File: src/rtl/rc4_phase_sequencer.sv
// Top-level RC4 key-search controller: steps candidate keys through the init -> shuffle -> decrypt
// phases with start/done handshakes and grants the single S-memory port to the active phase.
module rc4_phase_sequencer #(
  parameter int                KEY_W     = 24,
  parameter logic [KEY_W-1:0]  KEY_FIRST = '0,
  parameter logic [KEY_W-1:0]  KEY_LAST  = 24'h3FFFFF,
  parameter int                TIMEOUT   = 4096
) (
  input  logic              clk,
  input  logic              reset,
  input  logic              start,
  output logic              init_start,
  input  logic              init_done,
  output logic              shuf_start,
  input  logic              shuf_done,
  output logic              dec_start,
  input  logic              dec_done,
  input  logic              dec_success,
  input  logic [23:0]       req_data,
  input  logic [23:0]       req_addr,
  input  logic [2:0]        req_wren,
  input  logic [2:0]        req_rden,
  output logic [7:0]        mem_data,
  output logic [7:0]        mem_addr,
  output logic              mem_wren,
  output logic              mem_rden,
  output logic [KEY_W-1:0]  secret_key,
  output logic [1:0]        phase,
  output logic              busy,
  output logic              found,
  output logic              exhausted,
  output logic              timeout_err
);

  localparam int   TMR_W       = $clog2(TIMEOUT + 1);
  // An inverted key range still gets exactly one attempt before giving up.
  localparam logic SINGLE_SHOT = (KEY_FIRST > KEY_LAST);

  typedef enum logic [3:0] {
    S_IDLE, S_INIT_GO, S_INIT_RUN, S_SHUF_GO, S_SHUF_RUN,
    S_DEC_GO, S_DEC_RUN, S_FOUND, S_EXHAUST, S_ERROR
  } state_e;

  state_e            state_q, state_d;
  logic [KEY_W-1:0]  key_q, key_d;
  logic [TMR_W-1:0]  timer_q, timer_d;
  logic [TMR_W-1:0]  timer_inc;
  logic              timer_expired;

  // NOTE: sequential state uses non-blocking assignments so every flop updates from pre-edge values.
  always_ff @(posedge clk) begin
    if (!reset) begin
      state_q <= S_IDLE;
      key_q   <= KEY_FIRST;
      timer_q <= '0;
    end else begin
      state_q <= state_d;
      key_q   <= key_d;
      timer_q <= timer_d;
    end
  end

  assign timer_inc     = timer_q + TMR_W'(1);
  assign timer_expired = (timer_inc == TMR_W'(TIMEOUT));

  // NOTE: every signal written here gets a default first, so no latch can be inferred.
  always_comb begin
    state_d = state_q;
    key_d   = key_q;
    timer_d = timer_q;
    unique case (state_q)
      S_IDLE, S_FOUND, S_EXHAUST, S_ERROR: begin
        if (start) begin
          state_d = S_INIT_GO;
          key_d   = KEY_FIRST;
        end
      end
      S_INIT_GO: begin
        state_d = S_INIT_RUN;
        timer_d = '0;
      end
      S_INIT_RUN: begin
        timer_d = timer_inc;
        if (init_done)          state_d = S_SHUF_GO;
        else if (timer_expired) state_d = S_ERROR;
      end
      S_SHUF_GO: begin
        state_d = S_SHUF_RUN;
        timer_d = '0;
      end
      S_SHUF_RUN: begin
        timer_d = timer_inc;
        if (shuf_done)          state_d = S_DEC_GO;
        else if (timer_expired) state_d = S_ERROR;
      end
      S_DEC_GO: begin
        state_d = S_DEC_RUN;
        timer_d = '0;
      end
      S_DEC_RUN: begin
        timer_d = timer_inc;
        if (dec_done) begin
          if (dec_success) begin
            state_d = S_FOUND;
          end else if (SINGLE_SHOT || key_q == KEY_LAST) begin
            state_d = S_EXHAUST;
          end else begin
            state_d = S_INIT_GO;
            key_d   = key_q + KEY_W'(1);
          end
        end else if (timer_expired) begin
          state_d = S_ERROR;
        end
      end
      default: state_d = S_IDLE;
    endcase
  end

  // Phase and memory grant are pure decodes of the registered state.
  always_comb begin
    phase = 2'd0;
    unique case (state_q)
      S_INIT_GO, S_INIT_RUN: phase = 2'd1;
      S_SHUF_GO, S_SHUF_RUN: phase = 2'd2;
      S_DEC_GO,  S_DEC_RUN:  phase = 2'd3;
      default:               phase = 2'd0;
    endcase
  end

  always_comb begin
    mem_data = 8'h00;
    mem_addr = 8'h00;
    mem_wren = 1'b0;
    mem_rden = 1'b0;
    unique case (phase)
      2'd1: begin
        mem_data = req_data[7:0];
        mem_addr = req_addr[7:0];
        mem_wren = req_wren[0];
        mem_rden = req_rden[0];
      end
      2'd2: begin
        mem_data = req_data[15:8];
        mem_addr = req_addr[15:8];
        mem_wren = req_wren[1];
        mem_rden = req_rden[1];
      end
      2'd3: begin
        mem_data = req_data[23:16];
        mem_addr = req_addr[23:16];
        mem_wren = req_wren[2];
        mem_rden = req_rden[2];
      end
      default: ;
    endcase
  end

  assign init_start  = (state_q == S_INIT_GO);
  assign shuf_start  = (state_q == S_SHUF_GO);
  assign dec_start   = (state_q == S_DEC_GO);
  assign busy        = (phase != 2'd0);
  assign found       = (state_q == S_FOUND);
  assign exhausted   = (state_q == S_EXHAUST);
  assign timeout_err = (state_q == S_ERROR);
  assign secret_key  = key_q;

endmodule

File: config.mk
export PLATFORM = sky130hd
export DESIGN_NAME = rc4_phase_sequencer
export DESIGN_NICKNAME = d
export VERILOG_FILES = /design/src/rtl/rc4_phase_sequencer.sv
export SDC_FILE = /design/constraint.sdc
export NUM_CORES = 1
export LEC_CHECK = 0
export BUFFER_PORTS_ARGS = -buffer_cell sky130_fd_sc_hd__buf_2
export CAP_MARGIN = 30
export CORE_UTILIZATION = 28
export DETAILED_ROUTE_END_ITERATION = 10
export PLACE_DENSITY = 0.58
export SETUP_SLACK_MARGIN = 0.15
export SLEW_MARGIN = 20
export SYNTH_ARGS = -nofsm -noshare
export SYNTH_HDL_FRONTEND = slang
export SYNTH_SLANG_ARGS = --single-unit
File: constraint.sdc
create_clock -name clk -period 3.2 [get_ports clk]
set_clock_uncertainty 0.1 [all_clocks]
set_input_delay 0.16 -clock clk [delete_from_list [all_inputs] [get_ports clk]]
set_output_delay 0.16 -clock clk [all_outputs]
set_load 0.02 [all_outputs]
==> key figures, run 1 <==
Global route
  – Initial antenna violation count: 0
  – Largest net degree at the start of global routing: 46
  – GRT Resource Usage Total: 0.157
  – Vias in the first global route: 2873
  – First-pass GRT wire length: between 10000 and 15000 µm
  – GRT overflow: 0

Synth
  – Ys Warns: 0
  – Mapped cell area: around 2900 µm²
  – Yosys top cell by area: dfxtp_1
  – Syn Nets: around 440
  – Yosys top cell area share: 0.286
  – Syn_area_per_cell: approximately 7.6 µm²
  – Number of flops mapped to enable cells by yosys: 0
  – Post-Synthesis Cells: 380
  – Post-synth ARST share: 0
  – Top_reg_cell synth: dfxtp_1
  – Sequential area share after synthesis: 0.286
  – Synth area leaders: dfxtp_1 29%, or4_1 7.1%, a21oi_1 7.0%
  – Synth unique cells: 55
  – Register bit total from synthesis: roughly 40

Clocking
  – Clock-pin slew on the worst setup and hold paths: around 0.07 ns
  – Clock latency on the worst-skew pair: 0.30 ns
  – Postcts setup bufs: 0
  – Clock Tree Buf Depth: 2
  – # H-tree levels: 2
  – Clk root buf: clkbuf_8
  – Inserted Clock Buffers: 5
  – Post_cts resized: 0
  – CTS sink count: 41
  – CTS tree: yes
  – CTS Hold Bufs: 0

Drt
  – DRC Markers: 0
  – Vias post-DR: approximately 3400
  – Via/cell ratio: about 5.6
  – Final WL: between 8000 and 9000 µm
  – WL per Instance: approximately 14 µm
  – DRT Pass-1 Iters: 6
  – Initial DRC Count: around 250
  – Routed Antenna Nets: 0

Worst setup path
  – CP Buf/Inv Count: 3
  – Delay-heaviest family, CP: flip-flops
  – Critical Path Stages: 6
  – CP cell instances: or3b_2 -> a21oi_1 -> buf_4 -> nor3_1 -> inv_1 -> buf_2
  – Setup CP Type: flop to output port
  – Slowest stage delay, CP: 0.70 ns
  – R2r setup slk: 0.66 ns
  – CP required: 2.94 ns
  – Largest fanout on the critical path: 20
  – Critical R2R Capture: secret_key[8]$_SDFFE_PN0P_
  – FF-to-FF Start: state_q[2]$_SDFFE_PN0P_
  – Critical path's slowest cell: dfxtp_1
  – Crit path launch type: flop
  – Critical Path AT: about 2.4 ns
  – Worst r2r path cells: 6
  – Critical path capture point type: output port

Worst hold path
  – Cells on Worst Hold Path: 2
  – HP Start: reset
  – WHS Endpoint: timer_q[9]$_SDFFE_PN0P_
  – Min-delay worst type: input pin to flop

Timing
  – Unrepaired setup endpoints after global routing: no
  – Tmin final: 2.69 ns
  – Hold_ws: approximately 0.089 ns
  – Slew @ Worst Pin: between 0.8 and 0.9 ns
  – Fmax: about 370 MHz
  – Slew margin rel.: 0.458
  – Final hold vios: 0
  – Setup ws final: 0.509 ns
  – Final Cycle Share: 0.841
  – Setup_tns: 0 ns
  – Max Transition Viols Final: 0
  – Final setup fails: 0

Floorplan
  – IO Pins: between 100 and 150
  – Row count: 36
  – Die ar.: ~11000 µm²
  – Die H: between 100 and 150 µm
  – Core area: ~9900 µm²
  – Starting Density: 0.291
  – Die width: ~100 µm

Placement
  – Port Buf Inserts: around 110
  – Pre-CTS setup slack: between 0.7 and 0.8 ns
  – Routability Congestion: roughly 0.84
  – Placed insts: just over 600
  – Hpwl dp: between 6000 and 7000 µm

Final layout
  – Antenna Cells: 0
  – Fin cells: 613
  – Core Util, Final: 0.370
  – Area growth from synthesis to layout: 27.0%
  – Nets@finish: approximately 540
  – Share of layout cells above drive strength 1: 0.281

Run status
  – Outcome: finished, final reports clean

Power
  – Max IR drop VDD: between 0.3 and 0.4 mV
  – Lkg Pwr: between 0.0015 and 0.002 µW
  – Power Dens Cells: 651 nW/µm²

Job
  – Max_cap viols: 0
==> state kept, by name (all words and copies together) (netlist names) <==
name,flops
state_q,4
timer_q,13
secret_key,24
==> how the worst max path moves through the flow <==
stage                                           from                         end  slack, ns
final                        state_q[0]$_SDFFE_PN0P_                        busy       0.51
after global routing         state_q[0]$_SDFFE_PN0P_                        busy       0.29
after CTS                    state_q[0]$_SDFFE_PN0P_                        busy       0.47
after detailed placement     state_q[2]$_SDFFE_PN0P_  secret_key[8]$_SDFFE_PN0P_       0.70
after global placement       state_q[0]$_SDFFE_PN0P_                        busy       0.77
after floorplan           secret_key[0]$_SDFFE_PN0P_  secret_key[0]$_SDFFE_PN0P_       0.87
==> stage by stage <==
stage	instance area [µm²]	power, µW
3_5_place_dp	3530	1940
2_1_floorplan	2870	1550
3_3_place_gp	3530	1920
4_1_cts	3650	2390
5_1_grt	3650	2550
6_report	3650	2370
==> where the power goes <==
part	internal [µW]	leakage, µW	switching [µW]	total (µW)
clock	255	0.0000585	189	444
combinational	466	0.00112	876	1340
sequential	534	0.000331	54.6	589
==> routing by layer <==
layer  vias up  share of wire  track usage
met2       118           0.51        0.286
met1      1614           0.43        0.191
met4         0         0.0071       0.0423
met3         4          0.053       0.0262
li1       1677              -            -
met5         -              0            0
==> worst register-to-register path: cells and delay by family (launching register included) <==
kind                   cells  cell delay [ns]
AOI/OAI and AO/OA          1             0.06
buffers and inverters      1             0.39
and+or+nand+nor            4             1.29
DFF                        1             0.57
==> synth_stat cells, types with 5 or more instances <==
cell,instances
a21oi_1,40
a222oi_1,18
a31oi_1,5
clkbuf_1,19
dfxtp_1,41
inv_1,25
nand2_1,26
nand3_1,17
nand4_1,9
nor2_1,23
nor3_1,11
o21ai_0,19
o31ai_1,21
or3_1,7
or4_1,27
==> final cells by class <==
| class | count | area (µm²) |
|---|---|---|
| multi-input combinational | 287 | 1830 |
| sequential | 41 | 821 |
| fill | 1036 | 6220 |
| clock buffer | 7 | 86.3 |
| tap | 133 | 166 |
| timing repair buffer | 119 | 616 |
| clock inverter | 1 | 30.0 |
| inverter | 25 | 93.8 |
==> placed cells by master (no fill, tap or decap), types with 2 or more instances in the layout <==
cell	instances
nand4b_1	2
dfxtp_1	41
a211oi_1	2
or2_2	2
nor2b_1	2
a31oi_1	5
nor3b_1	2
nor3_1	10
nand3_1	17
o21ai_0	19
inv_1	25
o41ai_1	3
and4_1	3
buf_2	111
nor2_1	23
a21oi_1	40
a222oi_1	18
o31ai_1	21
or4_1	27
clkbuf_8	6
buf_4	8
and2_1	4
o21a_1	2
nand2_1	26
and3_1	4
nand3b_1	4
nand4_1	9
ha_1	2
or3_1	7
xnor2_1	2
nand2b_1	4
or4b_1	3
==> kinds of logic after synthesis <==
group                    Yosys count  share of synthesized area
AND/OR/NAND/NOR                  158                      0.322
AO/OA/AOI/OAI                    124                      0.293
buffers and inverters             52                     0.0802
flip-flops                        41                      0.286
XOR/XNOR                           2                    0.00610
adder cells (fa/ha/maj)            2                    0.00872
multiplexers                       1                    0.00392
(Power assumes the default switching activity.)
==> run 2, diff against run 1 <==
Clock period 3.2 ns to 2.6 ns, I/O delays scaled along.
==> key figures, run 2 (synthesis results as in run 1) <==
Run status
  – Outcome: finished, final reports clean

Timing
  – Unrepaired setup endpoints after global routing: yes
  – Slew margin rel.: 0.571 (+0.113)
  – Slew @ Worst Pin: 0.638 ns (-0.174 ns)
  – Final setup fails: 0 (unchanged)
  – Final Cycle Share: 0.902
  – Max Transition Viols Final: 0 (unchanged)
  – Final hold vios: 0 (unchanged)
  – Tmin final: 2.35 ns
  – Fmax: 426 MHz
  – Setup_tns: 0 ns (unchanged)

Global route
  – GRT overflow: 0 (unchanged)
  – Vias in the first global route: 3002 (+4.5%)
  – GRT Resource Usage Total: 0.162 (+0.00505)
  – Largest net degree at the start of global routing: 46 (unchanged)
  – First-pass GRT wire length: 14000 µm (+3.8%)
  – Initial antenna violation count: 0 (unchanged)

Power
  – Power Dens Cells: 794 nW/µm² (+22%)
  – Max IR drop VDD: 0.504 mV (+30%)
  – Lkg Pwr: 0.00154 µW (+1.9%)
  – Tot Pwr: 2960 µW (+25%)

Clocking
  – Inserted Clock Buffers: 5 (unchanged)
  – # H-tree levels: 2 (unchanged)
  – Clock-pin slew on the worst setup and hold paths: 0.09 ns (+0.02 ns)
  – Clock latency on the worst-skew pair: 0.30 ns (about the same)
  – CTS sink count: 41 (unchanged)
  – Clk root buf: clkbuf_8
  – Clock Tree Buf Depth: 2 (unchanged)
  – CTS tree: yes

Worst setup path
  – Critical Path AT: 2.12 ns (-0.31 ns)
  – FF-to-FF Start: state_q[3]$_SDFFE_PN0P_
  – CP required: 2.37 ns (-0.57 ns)
  – Setup CP Type: flop to output port
  – R2r setup slk: 0.32 ns (-0.34 ns)
  – CP endpoint: mem_data[1]
  – Largest fanout on the critical path: 19 (-5.0%)
  – Critical R2R Capture: secret_key[11]$_SDFFE_PN0P_
  – Critical path's slowest cell: or3b_2
  – Worst r2r path cells: 5 (-1)
  – Slowest stage delay, CP: 0.48 ns (-0.22 ns)
  – Critical path capture point type: output port
  – CP cell instances: buf_4 -> or3b_2 -> a21oi_2 -> buf_6 -> a222oi_1 -> inv_1 -> buf_2
  – Crit path launch type: flop
  – Worst Setup SP: state_q[0]$_SDFFE_PN0P_

Final layout
  – Nets@finish: 548 (+1.1%)
  – Area growth from synthesis to layout: 29.7%
  – Max reg flops: 24 (unchanged)
  – Most frequent cells in the layout: 111 x buf_2, 40 x dfxtp_1, 39 x a21oi_1, 27 x or4_1, 26 x nand2_1
  – Antenna Cells: 0 (unchanged)
  – Fin cells: 619 (+0.98%)
  – Share of layout cells above drive strength 1: 0.302 (+0.0212)
  – Commonest non-fill, non-tap cell in the layout: buf_2
  – Fillers: 1041 (+0.48%)

Floorplan
  – Die ar.: 10700 µm² (unchanged)
  – IO Pins: 112 (unchanged)
  – Row count: 36 (unchanged)
  – Starting Density: 0.291 (unchanged)
  – Core area: 9860 µm² (unchanged)
  – Die width: 103 µm (unchanged)
  – Die H: 103 µm (unchanged)

Placement
  – Routability Congestion: 0.831 (-1.3%)
  – Hpwl dp: 6280 µm (+2.2%)
  – Port Buf Inserts: 111 (unchanged)
  – Placed insts: 611 (+0.99%)

Drt
  – Vias post-DR: 3448 (+1.0%)
  – DRT Pass-1 Iters: 6 (unchanged)
  – Routed Antenna Nets: 0 (unchanged)
  – Initial DRC Count: 238 (-3.6%)
  – Final WL: 8740 µm (+1.4%)
  – Via/cell ratio: 5.57 (about the same)
  – DRC Markers: 0 (unchanged)
  – WL per Instance: 14.1 µm (+0.44%)

Job
  – Max_cap viols: 0 (unchanged)

Worst hold path
  – Min-delay worst type: input pin to flop
  – HP Start: reset
[run 2: worst max-delay path: cells and delay by family, from the launching register on]
| kind | cells | cell delay (ns) |
|---|---|---|
| and+or+nand+nor | 1 | 0.48 |
| AOI/OAI and AO/OA | 2 | 0.32 |
| DFF | 1 | 0.38 |
| buffers and inverters | 4 | 0.64 |
[run 2: area by class of cell]
cell class | instances | area [µm²] | area share
Timing Repair Buffer | 125 | 677 | 0.182
Clock inverter | 3 | 46.3 | 0.0124
Clock buffer | 5 | 68.8 | 0.0185
Tap cell | 133 | 166 | 0.0447
Multi-Input combinational cell | 287 | 1850 | 0.497
Inverter | 25 | 93.8 | 0.0252
Sequential cell | 41 | 822 | 0.221
[run 2: report_power, final]
| group | switching [µW] | leakage, µW | total, µW | internal [µW] |
|---|---|---|---|---|
| registers | 34.0 | 0.000331 | 691 | 657 |
| clock network | 255 | 0.0000543 | 543 | 288 |
| logic | 1120 | 0.00115 | 1720 | 603 |
[run 2: routing by layer]
metal  routed length, µm  global-route usage  vias up  share of wire
li1                    -                   -     1693              -
met1                3760               0.198     1619           0.43
met2                4480               0.298      128           0.51
met3                 443              0.0255        8          0.051
met4                  64              0.0368        0         0.0073
met5                   0                   0        -              0
[run 2: repair_timing]
| item | in CTS | in global routing |
|---|---|---|
| pin swaps | 0 | 1 |
| hold buffers | 0 | 0 |
| cloned | 0 | 0 |
| endpoints found under the setup margin | 18 | 27 |
| resized for setup | 1 | 5 |
| setup buffers | 0 | 0 |
[run 2: metrics by stage]
stage	instance area, µm²	utilization	hold WS, ns	setup WS [ns]
after floorplan	2870	-	0.148	0.269
after global placement	3580	0.363	0.363	0.263
after detailed placement	3590	0.364	0.358	0.309
after CTS	3710	0.376	0.0373	0.150
after global routing	3720	0.377	0.0569	0.132
final	3720	0.377	0.0434	0.255
[run 2: how the worst min path moves through the flow]
stage	end	slack, ns	cells after the start
2_1_floorplan	timer_q[9]$_SDFFE_PN0P_	0.15	1
3_3_place_gp	timer_q[9]$_SDFFE_PN0P_	0.36	2
3_5_place_dp	timer_q[9]$_SDFFE_PN0P_	0.36	2
4_1_cts	timer_q[9]$_SDFFE_PN0P_	0.04	2
5_1_grt	timer_q[9]$_SDFFE_PN0P_	0.06	2
6_report	timer_q[9]$_SDFFE_PN0P_	0.04	2
